==> src/rtl/multicycle_ctrl.sv <==
// Multicycle control FSM for the 16-bit processor: fetch/decode/execute/memory/write-back sequencing.
// Define MEM_WAIT_EN to make FETCH, MEM_RD and MEM_WR wait for I_MemReady.
module multicycle_ctrl (
  input  logic       clk,
  input  logic       rst_n,
  input  logic [3:0] I_Opcode,
  input  logic       I_MemReady,
  input  logic       I_Zero,
  output logic       C_ALUSrc_A,
  output logic [2:0] C_ALUSrc_B,
  output logic [1:0] C_RegDstRead1R,
  output logic       C_RegDstRead2R,
  output logic       C_SignExtend,
  output logic [1:0] C_ALUOp,
  output logic       C_PCWrite,
  output logic       C_IRWrite,
  output logic       C_MemRead,
  output logic       C_MemWrite,
  output logic       C_RegWrite,
  output logic       C_MemToReg,
  output logic       C_Illegal,
  output logic       C_Halted,
  output logic [3:0] C_State
);

  typedef enum logic [3:0] {
    IDLE   = 4'd0,
    FETCH  = 4'd1,
    DECODE = 4'd2,
    EXEC_R = 4'd3,
    EXEC_I = 4'd4,
    ADDR   = 4'd5,
    MEM_RD = 4'd6,
    MEM_WR = 4'd7,
    WB_ALU = 4'd8,
    WB_MEM = 4'd9,
    BRANCH = 4'd10,
    JUMP   = 4'd11,
    HALT   = 4'd12
  } state_e;

  localparam logic [3:0] OP_R    = 4'b0000;
  localparam logic [3:0] OP_ADDI = 4'b0001;
  localparam logic [3:0] OP_ORI  = 4'b0010;
  localparam logic [3:0] OP_LW   = 4'b0011;
  localparam logic [3:0] OP_SW   = 4'b0100;
  localparam logic [3:0] OP_BEQ  = 4'b0101;
  localparam logic [3:0] OP_JMP  = 4'b0110;
  localparam logic [3:0] OP_HLT  = 4'b1111;

  localparam logic [1:0] ALU_ADD  = 2'b00;
  localparam logic [1:0] ALU_SUB  = 2'b01;
  localparam logic [1:0] ALU_FUNC = 2'b10;
  localparam logic [1:0] ALU_OR   = 2'b11;

  state_e     state_q, state_d;
  logic [3:0] op_q, op_d;
  logic       memDone;

`ifdef MEM_WAIT_EN
  assign memDone = I_MemReady;
`else
  // Zero-wait memory: the ready input is deliberately ignored.
  assign memDone = I_MemReady | 1'b1;
`endif

  always_ff @(posedge clk or negedge rst_n) begin
    if (!rst_n) begin
      state_q <= IDLE;
      op_q    <= 4'd0;
    end else begin
      state_q <= state_d;
      op_q    <= op_d;
    end
  end

  always_comb begin
    state_d = state_q;
    op_d    = op_q;
    case (state_q)
      IDLE:   state_d = FETCH;
      FETCH:  if (memDone) state_d = DECODE;
      DECODE: begin
        op_d = I_Opcode;
        case (I_Opcode)
          OP_R:           state_d = EXEC_R;
          OP_ADDI, OP_ORI: state_d = EXEC_I;
          OP_LW, OP_SW:   state_d = ADDR;
          OP_BEQ:         state_d = BRANCH;
          OP_JMP:         state_d = JUMP;
          OP_HLT:         state_d = HALT;
          default:        state_d = FETCH;
        endcase
      end
      EXEC_R, EXEC_I: state_d = WB_ALU;
      ADDR:   state_d = (op_q == OP_LW) ? MEM_RD : MEM_WR;
      MEM_RD: if (memDone) state_d = WB_MEM;
      MEM_WR: if (memDone) state_d = FETCH;
      WB_ALU, WB_MEM, BRANCH, JUMP: state_d = FETCH;
      HALT:   state_d = HALT;
      default: state_d = IDLE;
    endcase
  end

  always_comb begin
    C_ALUSrc_A     = 1'b0;
    C_ALUSrc_B     = 3'b000;
    C_RegDstRead1R = 2'b00;
    C_RegDstRead2R = 1'b0;
    C_SignExtend   = 1'b0;
    C_ALUOp        = ALU_ADD;
    C_PCWrite      = 1'b0;
    C_IRWrite      = 1'b0;
    C_MemRead      = 1'b0;
    C_MemWrite     = 1'b0;
    C_RegWrite     = 1'b0;
    C_MemToReg     = 1'b0;
    C_Illegal      = 1'b0;
    C_Halted       = 1'b0;
    C_State        = state_q;
    case (state_q)
      FETCH: begin
        C_ALUSrc_B = 3'b001;
        C_MemRead  = 1'b1;
        C_IRWrite  = memDone;
        C_PCWrite  = memDone;
      end
      DECODE: begin
        C_ALUSrc_B   = 3'b011;
        C_SignExtend = 1'b1;
        C_Illegal    = !(I_Opcode inside {OP_R, OP_ADDI, OP_ORI, OP_LW, OP_SW,
                                         OP_BEQ, OP_JMP, OP_HLT});
      end
      EXEC_R: begin
        C_ALUSrc_A = 1'b1;
        C_ALUOp    = ALU_FUNC;
      end
      EXEC_I: begin
        C_ALUSrc_A   = 1'b1;
        C_ALUSrc_B   = 3'b010;
        C_SignExtend = (op_q == OP_ADDI);
        C_ALUOp      = (op_q == OP_ADDI) ? ALU_ADD : ALU_OR;
      end
      ADDR: begin
        C_ALUSrc_A     = 1'b1;
        C_RegDstRead1R = 2'b10;
        C_ALUSrc_B     = 3'b010;
        C_SignExtend   = 1'b1;
      end
      MEM_RD: C_MemRead = 1'b1;
      MEM_WR: begin
        C_MemWrite     = 1'b1;
        C_RegDstRead2R = 1'b1;
      end
      WB_ALU: C_RegWrite = 1'b1;
      WB_MEM: begin
        C_RegWrite = 1'b1;
        C_MemToReg = 1'b1;
      end
      BRANCH: begin
        C_ALUSrc_A     = 1'b1;
        C_RegDstRead1R = 2'b01;
        C_ALUOp        = ALU_SUB;
        C_PCWrite      = I_Zero;
      end
      JUMP: begin
        C_ALUSrc_B = 3'b100;
        C_PCWrite  = 1'b1;
      end
      HALT: C_Halted = 1'b1;
      default: ;
    endcase
  end

endmodule

==> config.mk <==
export PLATFORM = sky130hd
export DESIGN_NAME = multicycle_ctrl
export DESIGN_NICKNAME = d
export VERILOG_FILES = /design/src/rtl/multicycle_ctrl.sv
export SDC_FILE = /design/constraint.sdc
export NUM_CORES = 1
export LEC_CHECK = 0
export BUFFER_PORTS_ARGS = -buffer_cell sky130_fd_sc_hd__buf_2
export CORE_UTILIZATION = 52
export CTS_CLUSTER_DIAMETER = 100
export DETAILED_ROUTE_END_ITERATION = 10
export HOLD_SLACK_MARGIN = 0.05
export PLACE_DENSITY = 0.8
export SKIP_LAST_GASP = 1
export SYNTH_ARGS = -nofsm -noshare
export SYNTH_HDL_FRONTEND = slang
export SYNTH_SLANG_ARGS = --single-unit
==> constraint.sdc <==
create_clock -name clk -period 3.6 [get_ports clk]
set_input_delay 0.72 -clock clk [delete_from_list [all_inputs] [get_ports clk]]
set_output_delay 0.72 -clock clk [all_outputs]
set_load 0.1 [all_outputs]
==> flow_summary_export.csv <==
group,metric,value,unit
status,status,"finished clean",
logic_synthesis,ys_warn_count,0,
logic_synthesis,synthArstFlopShare,100,%
logic_synthesis,synth_top_area_cell,"dfrtp_1",
clock_network,cts-root-buf,"clkbuf_4",
worst_setup_path,cp.buffers_inverters,1,
sta,tightest_slew,0.682,ns
worst_setup_path,cp_max_fo,22,
logic_synthesis,synth_area_per_cell,8.61,um^2
logic_synthesis,synth_edf_count,0,
logic_synthesis,synth.net_count,108,
logic_synthesis,synth_cell_types,36,
sta,finalSetupViolations,0,
detailed_routing,wl_per_cell,13.7,um
worst_setup_path,cp-start-kind,"register",
logic_synthesis,ys_seq_elements,8,
global_route,grt_util_all_layers,22.3,%
global_route,grt_pass1_wl,2930,um
die,num_rows,13,
worst_setup_path,cp.arrival,2.25,ns
die,start_util,59.2,%
die,io_pins,30,
worst_hold_path,min_path_type,"primary input to async pin",
logic_synthesis,syn-instance-count,95,
detailed_routing,first_pass_iters,4,
logic_synthesis,yosysSeqAreaShare,24.5,%
clock_network,insertion_delay,0.26,ns
global_route,grt_pass1_vias,636,
sta,final_hold_viol_count,0,
global_route,grt_overflow,0,
placement,numPortBuffers,28,
layout,fill_cells,110,
detailed_routing,vias,745,
clock_network,htree_levels,1,
sta,fin_crit_sh,82.6,%
logic_synthesis,synth_area,818,um^2
worst_setup_path,reg2reg_slack,1.85,ns
worst_setup_path,r2r_start,"C_State[1]$_DFF_PN0_",
sta,fin_ws,0.626,ns
global_route,grt_start_max_net_pins,23,
flow_run,cap_violations,0,
logic_synthesis,synth_ff_type,"dfrtp_1",
layout,drive_gt1_share,47.4,%
worst_setup_path,endpoint_kind,"output pin",
sta,finalClockSkew,0.00232,ns
clock_network,cts_setup_buffers,0,
sta,relSlewSlack,54.5,%
die,die_x,41.7,um
detailed_routing,via_per_inst,5.69,
layout,finalNetCount,131,
clock_network,clock-sinks,8,
worst_setup_path,crit_chain,"nor4b_4 -> o21ai_1 -> a21oi_2 -> buf_2",
layout,synthToLayoutAreaGrowth,20.3,%
worst_setup_path,reg2reg_depth,2,
logic_synthesis,synthTopCellsByArea,"dfrtp_1, ha_1, mux2_4",
sta,min_period,2.97,ns
placement,pre_cts_ws,0.910,ns
clock_network,cts_buffer_depth,2,
logic_synthesis,synth_most_common_cell,"nor2_1",
clock_network,cts_buffers,3,
logic_synthesis,synthDominantCellAreaShare,24.5,%
detailed_routing,drt-total-wl,1800,um
placement,hpwl,1310,um
detailed_routing,drc,0,
layout,diodes,0,
worst_setup_path,critical-path-max-stage-delay,0.75,ns
detailed_routing,ant_nets,0,
global_route,grt_antenna_before_repair,0,
worst_setup_path,r2r-end,"op_q[0]$_DFFE_PN0P_",
die,core_area,1380,um^2
die,dieArea,1740,um^2
worst_setup_path,critPathTopFamily,"flip-flops",
sta,slew_viol_final,0,
clock_network,cts_hold_buf,0,
sta,fmax,0.336,GHz
clock_network,cts_tree,"done",
logic_synthesis,synth_common_cells,"nor2_1, dfrtp_1, a21oi_1",
worst_setup_path,path_class,"register to output pin",
clock_network,cts_resized,0,
die,dieHeight,41.7,um
worst_setup_path,worstPathRequired,2.88,ns
worst_setup_path,cp_slowest_cell,"dfrtp_1",
detailed_routing,drtIter0Drc,18,
placement,globalplace.congestion,0.745,
clock_network,clkTransAtPathRegs,0.05,ns
sta,rsz0062_at_grt,"false",
[flip-flops by register name, summed over array words and instances (netlist names)]
signal	cells
op_q	4
C_State	4
[metrics by stage]
| stage | utilization, % | cells | hold WS, ns | area [um^2] | TNS, ns |
|---|---|---|---|---|---|
| floorplan | - | 95 | 0.424 | 861 | -0.639 |
| global placement | 69.6 | 128 | 0.519 | 962 | 0 |
| detailed placement | 69.6 | 128 | 0.533 | 962 | 0 |
| CTS | 71.2 | 131 | 0.301 | 985 | 0 |
| global route | 71.2 | 131 | 0.302 | 985 | 0 |
| finish | 71.2 | 131 | 0.298 | 985 | 0 |
[layout by cell type, fill, tap and decap left out, drive strengths merged, types with 3 or more instances in the layout]
| master | Yosys | layout |
|---|---|---|
| nand3 | 3 | 3 |
| dfrtp | 8 | 8 |
| a21oi | 9 | 9 |
| buf | 8 | 28 |
| ha | 5 | 5 |
| nor2 | 11 | 11 |
| clkbuf | 2 | 3 |
| nor3 | 3 | 3 |
| nand2b | 4 | 4 |
| mux2 | 8 | 8 |
| inv | 4 | 4 |
| nand2 | 6 | 6 |
[worst max path at each step]
stage / start / end / slack [ns] / depth (start not counted)
after floorplan: C_State[1]$_DFF_PN0_ / C_SignExtend / -0.60 / 4
after global placement: I_Opcode[0] / C_Illegal / 0.92 / 7
after detailed placement: I_Opcode[0] / C_Illegal / 0.91 / 7
after CTS: C_State[1]$_DFF_PN0_ / C_Illegal / 0.63 / 4
after global routing: C_State[1]$_DFF_PN0_ / C_Illegal / 0.49 / 4
final: C_State[1]$_DFF_PN0_ / C_Illegal / 0.63 / 4
[cell type report]
| class | instances | area (um^2) | area share (%) |
|---|---|---|---|
| multi-input combinational | 73 | 588 | 59.7 |
| tap | 15 | 18.8 | 1.91 |
| inverter | 4 | 15.0 | 1.52 |
| timing repair buffer | 28 | 140 | 14.2 |
| sequential | 8 | 200 | 20.3 |
| clock buffer | 3 | 22.5 | 2.29 |
[cells by family (layout without fill, tap and decap cells)]
family	count (synthesis)	after routing	synth area share, %
and+or+nand+nor	36	36	26.0
AOI/OAI and AO/OA	21	21	16.8
buffers and inverters	14	35	8.87
muxes	9	9	14.1
DFF	8	8	24.5
adders and majority gates	5	5	7.65
xor gates and xnor gates	2	2	2.14
[per-layer routing]
layer / GRT usage, % / vias up / share of wire, %
met3: 2.61 / 4 / 3.6
li1: - / 376 / -
met4: 13.5 / 0 / 2.2
met5: 0 / - / 0
met1: 30.1 / 334 / 46
met2: 34.1 / 31 / 48
[worst register-to-register path, cell delays in order (launching register included)]
cell,delay [ns]
dfrtp_1,0.75
nor4b_4,0.55
mux2_4,0.34
Power is not shown: default switching activity piles up to over one toggle a cycle in this logic, so the estimate is an artifact.
